--- config.mk ---
export PLATFORM = sky130hd
export DESIGN_NAME = fifo_wr_arbiter
export DESIGN_NICKNAME = d
export VERILOG_FILES = /design/src/rtl/fifo_wr_arbiter.sv
export SDC_FILE = /design/constraint.sdc
export NUM_CORES = 1
export LEC_CHECK = 0
export ABC_AREA = 1
export CORE_AREA = 2 2 64 66
export DETAILED_ROUTE_END_ITERATION = 6
export DIE_AREA = 0 0 66 68
export GPL_ROUTABILITY_DRIVEN = 0
export HOLD_SLACK_MARGIN = 0.02
export PLACE_DENSITY = 0.83
export REMOVE_ABC_BUFFERS = 1
export SETUP_SLACK_MARGIN = 0.5
export SLEW_MARGIN = 20
export SYNTH_ARGS = -nofsm -noshare
export SYNTH_HDL_FRONTEND = slang
export SYNTH_SLANG_ARGS = --single-unit
--- constraint.sdc ---
create_clock -name clk -period 3.3 [get_ports clk]
set_input_delay 0.825 -clock clk [delete_from_list [all_inputs] [get_ports clk]]
set_output_delay 0.825 -clock clk [all_outputs]
set_load 0.01 [all_outputs]
--- src/rtl/fifo_wr_arbiter.sv ---
// Round-robin write arbiter that lets NUM_REQ requesters share one FIFO write port.
// Define FIFO_ARB_BURST_EN to let an owner keep the grant for up to BURST_LEN transfers.
module fifo_wr_arbiter #(
    parameter int WIDTH     = 8,
    parameter int NUM_REQ   = 4,
    parameter int BURST_LEN = 4
) (
    input  logic                       clk,
    input  logic                       rst,
    input  logic [NUM_REQ-1:0]         req_valid,
    input  logic [NUM_REQ*WIDTH-1:0]   req_data,
    output logic [NUM_REQ-1:0]         req_ready,
    input  logic                       fifo_full,
    output logic                       fifo_wr,
    output logic [WIDTH-1:0]           fifo_data,
    output logic [$clog2(NUM_REQ)-1:0] grant_id,
    output logic                       busy,
    output logic [15:0]                xfer_count
);

    localparam int GW = $clog2(NUM_REQ);

    localparam logic [0:0] IDLE = 1'b0;
    localparam logic [0:0] OWN  = 1'b1;

    generate
        if (NUM_REQ < 2 || NUM_REQ > 8 || BURST_LEN < 1 || BURST_LEN > 16) begin : g_bad_param
            $error("fifo_wr_arbiter: NUM_REQ or BURST_LEN out of range");
        end
    endgenerate

    logic [0:0]   r_state;
    logic [GW-1:0] r_grant;
    logic [GW-1:0] r_last_owner;
    logic [15:0]  r_xfer;

    logic          w_found;
    logic [GW-1:0] w_next;
    logic [GW:0]   w_idx;
    logic          w_owner_valid;
    logic          w_wr;
    logic          w_last_beat;
    logic          w_release;
    logic [WIDTH-1:0]   w_sel_data;
    logic [NUM_REQ-1:0] w_ready;

    // Search upward from the requester after the last owner, wrapping at NUM_REQ.
    always_comb begin
        w_found = 1'b0;
        w_next  = '0;
        w_idx   = '0;
        for (int k = 1; k <= NUM_REQ; k++) begin
            w_idx = {1'b0, r_last_owner} + (GW+1)'(k);
            if (w_idx >= (GW+1)'(NUM_REQ)) begin
                w_idx = w_idx - (GW+1)'(NUM_REQ);
            end
            if (!w_found && req_valid[w_idx[GW-1:0]]) begin
                w_found = 1'b1;
                w_next  = w_idx[GW-1:0];
            end
        end
    end

    assign w_owner_valid = req_valid[r_grant];
    assign w_wr          = (r_state == OWN) && w_owner_valid && !fifo_full;
    assign w_release     = !w_owner_valid || (w_wr && w_last_beat);

    always_comb begin
        w_sel_data = '0;
        w_ready    = '0;
        for (int i = 0; i < NUM_REQ; i++) begin
            if (r_grant == GW'(i)) begin
                w_sel_data = req_data[i*WIDTH +: WIDTH];
                w_ready[i] = w_wr;
            end
        end
    end

`ifdef FIFO_ARB_BURST_EN
    logic [3:0] r_beat;

    // Beats only advance on real transfers, so a full-FIFO stall preserves the count.
    always_ff @(posedge clk or posedge rst) begin
        if (rst) begin
            r_beat <= '0;
        end else if (r_state == OWN) begin
            if (w_release) begin
                r_beat <= '0;
            end else if (w_wr) begin
                r_beat <= r_beat + 4'd1;
            end
        end else begin
            r_beat <= '0;
        end
    end

    assign w_last_beat = (r_beat == 4'(BURST_LEN - 1));
`else
    assign w_last_beat = 1'b1;
`endif

    always_ff @(posedge clk or posedge rst) begin
        if (rst) begin
            r_state      <= IDLE;
            r_grant      <= '0;
            r_last_owner <= GW'(NUM_REQ - 1);
            r_xfer       <= '0;
        end else begin
            if (w_wr) begin
                r_xfer <= r_xfer + 16'd1;
            end
            case (r_state)
                IDLE: begin
                    if (w_found) begin
                        r_grant <= w_next;
                        r_state <= OWN;
                    end
                end
                OWN: begin
                    if (w_release) begin
                        r_last_owner <= r_grant;
                        r_state      <= IDLE;
                    end
                end
                default: r_state <= IDLE;
            endcase
        end
    end

    assign fifo_wr    = w_wr;
    assign req_ready  = w_ready;
    assign fifo_data  = (r_state == OWN) ? w_sel_data : '0;
    assign grant_id   = r_grant;
    assign busy       = (r_state == OWN);
    assign xfer_count = r_xfer;

endmodule

==> results of run 1 <==
[logic make-up (layout without fill, tap and decap cells)]
family	Yosys count	after routing	share of synthesized area (%)
AO/OA/AOI/OAI	36	36	11.4
XOR/XNOR	12	12	6.23
adder cells (fa/ha/maj)	1	1	0.742
buffers and inverters	39	110	10.8
flip-flops	21	21	31.3
AND/OR/NAND/NOR	158	158	39.5
[Yosys cell counts]
| library cell | count |
|---|---|
| xor2_1 | 7 |
| nor2_1 | 20 |
| o211ai_1 | 1 |
| clkbuf_1 | 2 |
| inv_1 | 26 |
| nand4_1 | 6 |
| dfrtp_1 | 19 |
| buf_2 | 1 |
| o21ai_1 | 1 |
| o221ai_1 | 1 |
| o21ai_0 | 24 |
| dfstp_2 | 2 |
| buf_6 | 3 |
| nor3_1 | 3 |
| buf_4 | 3 |
| o22ai_1 | 1 |
| xnor2_1 | 5 |
| ha_1 | 1 |
| inv_2 | 3 |
| nand3_2 | 1 |
| nand3_1 | 15 |
| nor2_4 | 1 |
| nand4_2 | 1 |
| a21oi_1 | 6 |
| clkinv_2 | 1 |
| nand2_1 | 109 |
| a21boi_0 | 1 |
| nor3_2 | 2 |
| o21a_1 | 1 |
[worst reg2reg max path, stage by stage (launching register included)]
cell	delay [ns]
dfrtp_1	0.47
inv_2	0.17
nor2_4	0.20
nand2_1	0.09
nand4_2	0.13
nand3_4	0.12
buf_4	0.23
o21ai_0	0.17
nand2_1	0.07
[through the flow]
| step | power (mW) | setup WS [ns] | std cells | utilization, % |
|---|---|---|---|---|
| global route | 1.83 | 0.482 | 388 | 63.1 |
| CTS | 1.67 | 0.376 | 387 | 63.3 |
| global placement | 1.50 | 0.0704 | 382 | 62.5 |
| floorplan | 1.05 | 0.796 | 258 | - |
| detailed placement | 1.53 | 0.0518 | 382 | 62.5 |
| finish | 1.67 | 0.546 | 388 | 63.1 |
[final timing paths]
path / from / cells after the start / end / slack, ns
max in group asynchronous: rst / 2 / grant_id[1] / 1.71
setup reg to reg: grant_id[0] / 8 / xfer_count[7] / 1.55
hold reg to reg: xfer_count[15] / 2 / xfer_count[15] / 0.54
min in group asynchronous: rst / 2 / grant_id[0] / 1.05
setup / recovery: req_valid[0] / 6 / req_ready[1] / 0.55
hold / removal: xfer_count[15] / 2 / xfer_count[15] / 0.54
[per-layer routing]
| layer | GRT usage, % | routed length, um | vias to the layer above |
|---|---|---|---|
| met1 | 27.3 | 2000 | 894 |
| met3 | 2.80 | 184 | 12 |
| li1 | - | - | 986 |
| met2 | 41.9 | 2490 | 57 |
| met4 | 9.44 | 99 | 0 |
| met5 | 0 | 0 | - |
[final cells by class]
cell class | count | area, um2
clock buffer | 4 | 45.0
fill | 369 | 1420
inverter | 30 | 114
multi-input combinational | 207 | 986
sequential | 21 | 529
tap | 50 | 62.6
timing repair buffer | 76 | 697
[timing repair]
| item | 4_1_cts | 5_1_grt |
|---|---|---|
| setup buffers | 1 | 1 |
| endpoints found under the setup margin | 13 | 11 |
| pin swaps | 5 | 2 |
| hold buffers | 0 | 0 |
| gates resized for setup | 28 | 13 |
[registers in the layout, summed over array words and instances, names as in the netlist]
name,count
xfer_count,16
grant_id,2
r_last_owner,2
busy,1
[power by group through the flow]
stage          logic (mW)  registers [mW]  clock network (mW)
6_report             1.04           0.462               0.168
5_1_grt              1.18           0.477               0.178
4_1_cts              1.04           0.462               0.169
3_5_place_dp         1.07           0.463                   0
3_3_place_gp         1.04           0.457                   0
2_1_floorplan       0.602           0.450                   0
==> flow_summary.yaml, run 1 <==
run_status:
  status: "complete, no violations"
die:
  std_cell_rows: 23
  die_height_um: 68
  top_level_ports: 71
  chipWidth_um: 66
  initial_core_util_pct: 43.7
  die-area_um2: 4490
  core_um2: 3860
job:
  maxCapViolCount: 0
global_routing:
  grt_max_degree: 22
  grt_pass1_vias: 1846
  grtUsageTotal_pct: 22.9
  antenna_found_initial: 0
  grt_first_pass_wirelength_um: 8080
  grt_remaining_overflow: 0
clock_tree:
  cts_buffer_depth: 2
  clock_latency_ns: 0.26
  cts_buffers: 3
  clockRootBuffer: "clkbuf_8"
  path_clk_slew_ns: 0.07
  cts_tree: "yes"
  htreeDepth: 1
  cts.sinks: 21
synthesis:
  yosys_warnings: 0
  netlist_top_cells_area: "dfrtp_1 28%, nand2_1 24%, o21ai_0 7.1%"
  syn_avg_cell_area_um2: 6.32
  netlist_area_um2: 1690
  synth_top_area_share_pct: 28.2
  yosys.area.top_type: "dfrtp_1"
  yosysUniqueCellTypes: 29
  synthCells: 267
  ys_seq_elements: 21
  ys_seq_area_share_pct: 31.3
power_and_ir_drop:
  powerDensity_nw_per_um2: 685
  peakVddDrop_mv: 0.455
  seqPwrFrac_pct: 27.7
  power_frac_clock_pct: 10.1
  leakage_nw: 1.17
  p_comb_share_pct: 62.2
  p_sw_mw: 0.810
  p_int_mw: 0.858
  switching_share_pct: 48.6
routing:
  via_per_inst: 5.02
  wl_per_cell_um: 12.3
  totalWireLength_um: 4770
  drtIter0Drc: 130
  dr.pass1.iters: 4
  ant_nets: 0
  vias: 1949
  drc: 0
placement:
  hpwl_um: 3790
  placed_area_um2: 2410
  port_buffers: 70
critical_path:
  cp-end-kind: "output pin"
  critPathSlowestCell: "clkdlybuf4s50_1"
  critPathMaxFanout: 6
  required_ns: 2.47
  critPathLaunchType: "primary input"
  path_cells: "clkdlybuf4s50_1, nand2_1, nand4_2, nand3_4, nor3_2, clkbuf_2"
  slowest_delay_ns: 0.48
  crit_family: "buffers and inverters"
  critPathBufInv: 2
  path_class: "primary input to output pin"
  worstPathArrival_ns: 1.93
timing:
  fin_crit_ns: 2.75
  rsz0062_at_grt: "true"
  final-hold-violation-count: 0
  final-setup-viol-count: 0
  worstMarginPinSlew_ns: 0.789
  relSlewSlack_pct: 47.3
  whs_ns: 0.544
  finClkSkew_ns: 0.00100
  setup_tns_ns: 0
  max_freq_ghz: 0.363
  slew_viol_final: 0
  fin_crit_sh_pct: 83.5
cells_and_area:
  antennaDiodeCount: 0
  syn2layout_area_growth_pct: 44.3
  layout-drive-gt1-share_pct: 9.17
  final_common_cell: "nand2_1"
  fin_area_um2: 2430
  nNetsFinal: 379
  layout_common_cells: "109 x nand2_1, 55 x clkdlybuf4s50_1, 26 x inv_1"
min_path:
  hold_path.class: "flip-flop to flip-flop"
(Power assumes the default switching activity.)
==> run 2, diff against run 1 <==
--- a/config.mk
+++ b/config.mk
@@ -6,12 +6,12 @@
 export NUM_CORES = 1
 export LEC_CHECK = 0
 export ABC_AREA = 1
-export CORE_AREA = 2 2 64 66
+export CORE_AREA = 2 2 66 68
 export DETAILED_ROUTE_END_ITERATION = 6
-export DIE_AREA = 0 0 66 68
+export DIE_AREA = 0 0 68 70
 export GPL_ROUTABILITY_DRIVEN = 0
 export HOLD_SLACK_MARGIN = 0.02
-export PLACE_DENSITY = 0.83
+export PLACE_DENSITY = 0.79
 export REMOVE_ABC_BUFFERS = 1
 export SETUP_SLACK_MARGIN = 0.5
 export SLEW_MARGIN = 20
==> constraint.sdc (replaced) <==
create_clock -name clk -period 2.8 [get_ports clk]
set_input_delay 0.7 -clock clk [delete_from_list [all_inputs] [get_ports clk]]
set_output_delay 0.7 -clock clk [all_outputs]
set_load 0.01 [all_outputs]
==> flow_summary.yaml, run 2 (synthesis gave the netlist of run 1 again) <==
die:
  chipWidth_um: 68
  die_height_um: 70
  core_um2: 4140
  die-area_um2: 4760
  initial_core_util_pct: 40.7
  std_cell_rows: 24
  top_level_ports: 71
critical_path:
  slowest_delay_ns: 0.45
  path_class: "flip-flop to output pin"
  crit_family: "flip-flops"
  cpMostUsedCell: "nand2_1"
  critPathMaxFanout: 8
  startpoint: "grant_id[0]"
  path_cells: "clkinv_4, nor2_4, buf_6, nand2_1, nand2_1, o21ai_1, a21oi_1, buf_2"
  worstPathArrival_ns: 1.63
  critPathLaunchType: "flip-flop"
  critPathBufInv: 3
  critPathSlowestCell: "dfrtp_2"
  required_ns: 2.10
  cp-end-kind: "output pin"
  reg2reg_from: "grant_id[1]"
power_and_ir_drop:
  power_frac_clock_pct: 8.9
  powerDensity_nw_per_um2: 844
  seqPwrFrac_pct: 23.8
  p_comb_share_pct: 67.4
  p_int_mw: 1.20
  peakVddDrop_mv: 0.474
  switching_share_pct: 46.7
  leakage_nw: 1.38
  p_sw_mw: 1.05
clock_tree:
  cts_tree: "yes"
  hold_buffers: 0
  cts_buffer_depth: 2
  htreeDepth: 1
  path_clk_slew_ns: 0.08
  cts_buffers: 3
  clockRootBuffer: "clkbuf_8"
  clock_latency_ns: 0.26
  cts.sinks: 21
timing:
  max_freq_ghz: 0.429
  fin_crit_ns: 2.33
  final-setup-viol-count: 0
  finClkSkew_ns: 0.00209
  final-hold-violation-count: 0
  slew_viol_final: 0
  relSlewSlack_pct: 46.5
  setup_tns_ns: 0
  fin_crit_sh_pct: 83.3
  worstMarginPinSlew_ns: 0.802
  whs_ns: 0.546
  rsz0062_at_grt: "true"
routing:
  totalWireLength_um: 5110
  drc: 0
  wl_per_cell_um: 12.5
  drtIter0Drc: 119
  dr.pass1.iters: 4
  vias: 2017
  ant_nets: 0
  via_per_inst: 4.92
cells_and_area:
  antennaDiodeCount: 0
  syn2layout_area_growth_pct: 57.7
  largest_reg_flops: 16
  nNetsFinal: 399
  layout_common_cells: "106 x nand2_1, 37 x clkdlybuf4s50_1, 23 x inv_1"
  layout-drive-gt1-share_pct: 18.4
  final_common_cell: "nand2_1"
global_routing:
  grt_pass1_vias: 1853
  grt_max_degree: 22
  grtUsageTotal_pct: 21.5
  grt_remaining_overflow: 0
  grt_first_pass_wirelength_um: 8170
  antenna_found_initial: 0
run_status:
  status: "complete, no violations"
placement:
  port_buffers: 70
  hpwl_um: 3760
min_path:
  hold_path.class: "flip-flop to flip-flop"
  worstHoldStart: "xfer_count[13]"
job:
  maxCapViolCount: 0
==> run 2: changes by cell type in the layout (fill, tap and decap cells not counted), sizes merged, moves of 2 or more <==
| cell | previous run | this run |
|---|---|---|
| clkdlybuf4s50 | 55 | 37 |
| inv | 29 | 27 |
| dlymetal6s2s | 1 | 12 |
| buf | 10 | 39 |
| dlygate4sd2 | 5 | 8 |
| clkbuf | 9 | 4 |
==> run 2: worst paths after layout <==
path / end / slack [ns] / cells after the start
worst min-delay path: xfer_count[13] / 0.55 / 2
worst min register to register: xfer_count[13] / 0.55 / 2
min in group asynchronous: xfer_count[15] / 0.89 / 2
worst max register to register: r_last_owner[1] / 1.08 / 10
max in group asynchronous: grant_id[1] / 1.36 / 2
worst max-delay path: fifo_data[7] / 0.47 / 8
==> run 2: power by group through the flow <==
stage | logic (mW) | registers, mW | clock network (mW)
after floorplan | 0.709 | 0.531 | 0
after global placement | 1.29 | 0.521 | 0
after detailed placement | 1.32 | 0.523 | 0
after CTS | 1.33 | 0.527 | 0.202
after global routing | 1.68 | 0.552 | 0.219
final | 1.51 | 0.534 | 0.199
==> run 2: metrics by stage <==
step	util, %	instance area, um2	cells	power (mW)	worst slack, ns
2_1_floorplan	-	1620	258	1.24	0.421
3_3_place_gp	59.5	2470	391	1.81	-0.137
3_5_place_dp	59.5	2470	391	1.84	-0.170
4_1_cts	60.3	2500	401	2.06	0.451
5_1_grt	64.2	2660	410	2.45	0.362
6_report	64.2	2660	410	2.25	0.468
==> run 2: metal layers <==
layer | global-route usage (%) | wire length [um] | vias up
met3 | 2.09 | 159 | 10
li1 | - | - | 1030
met1 | 28.3 | 2190 | 936
met2 | 37.4 | 2690 | 41
met4 | 4.44 | 73 | 0
met5 | 0 | 0 | -
==> run 2: timing repair <==
action                                  in CTS  in global routing
gates resized for setup                     75                 31
gates cloned                                 0                  0
buffers inserted                             6                  9
pin swaps                                   21                 16
endpoints found under the setup margin      13                 13
==> run 2: cell type report <==
class	count	area, um2
Fill cell	360	1480
Multi-Input combinational cell	207	1020
Timing Repair Buffer	96	872
Sequential cell	21	531
Inverter	30	123
Tap cell	52	65.1
Clock buffer	4	45.0
==> run 2: worst register-to-register path, delay by kind of cell (launching register included) <==
family                 cells  cell delay, ns
buffers and inverters      4            0.50
AOI/OAI and AO/OA          1            0.18
DFF                        1            0.47
and+or+nand+nor            5            0.50
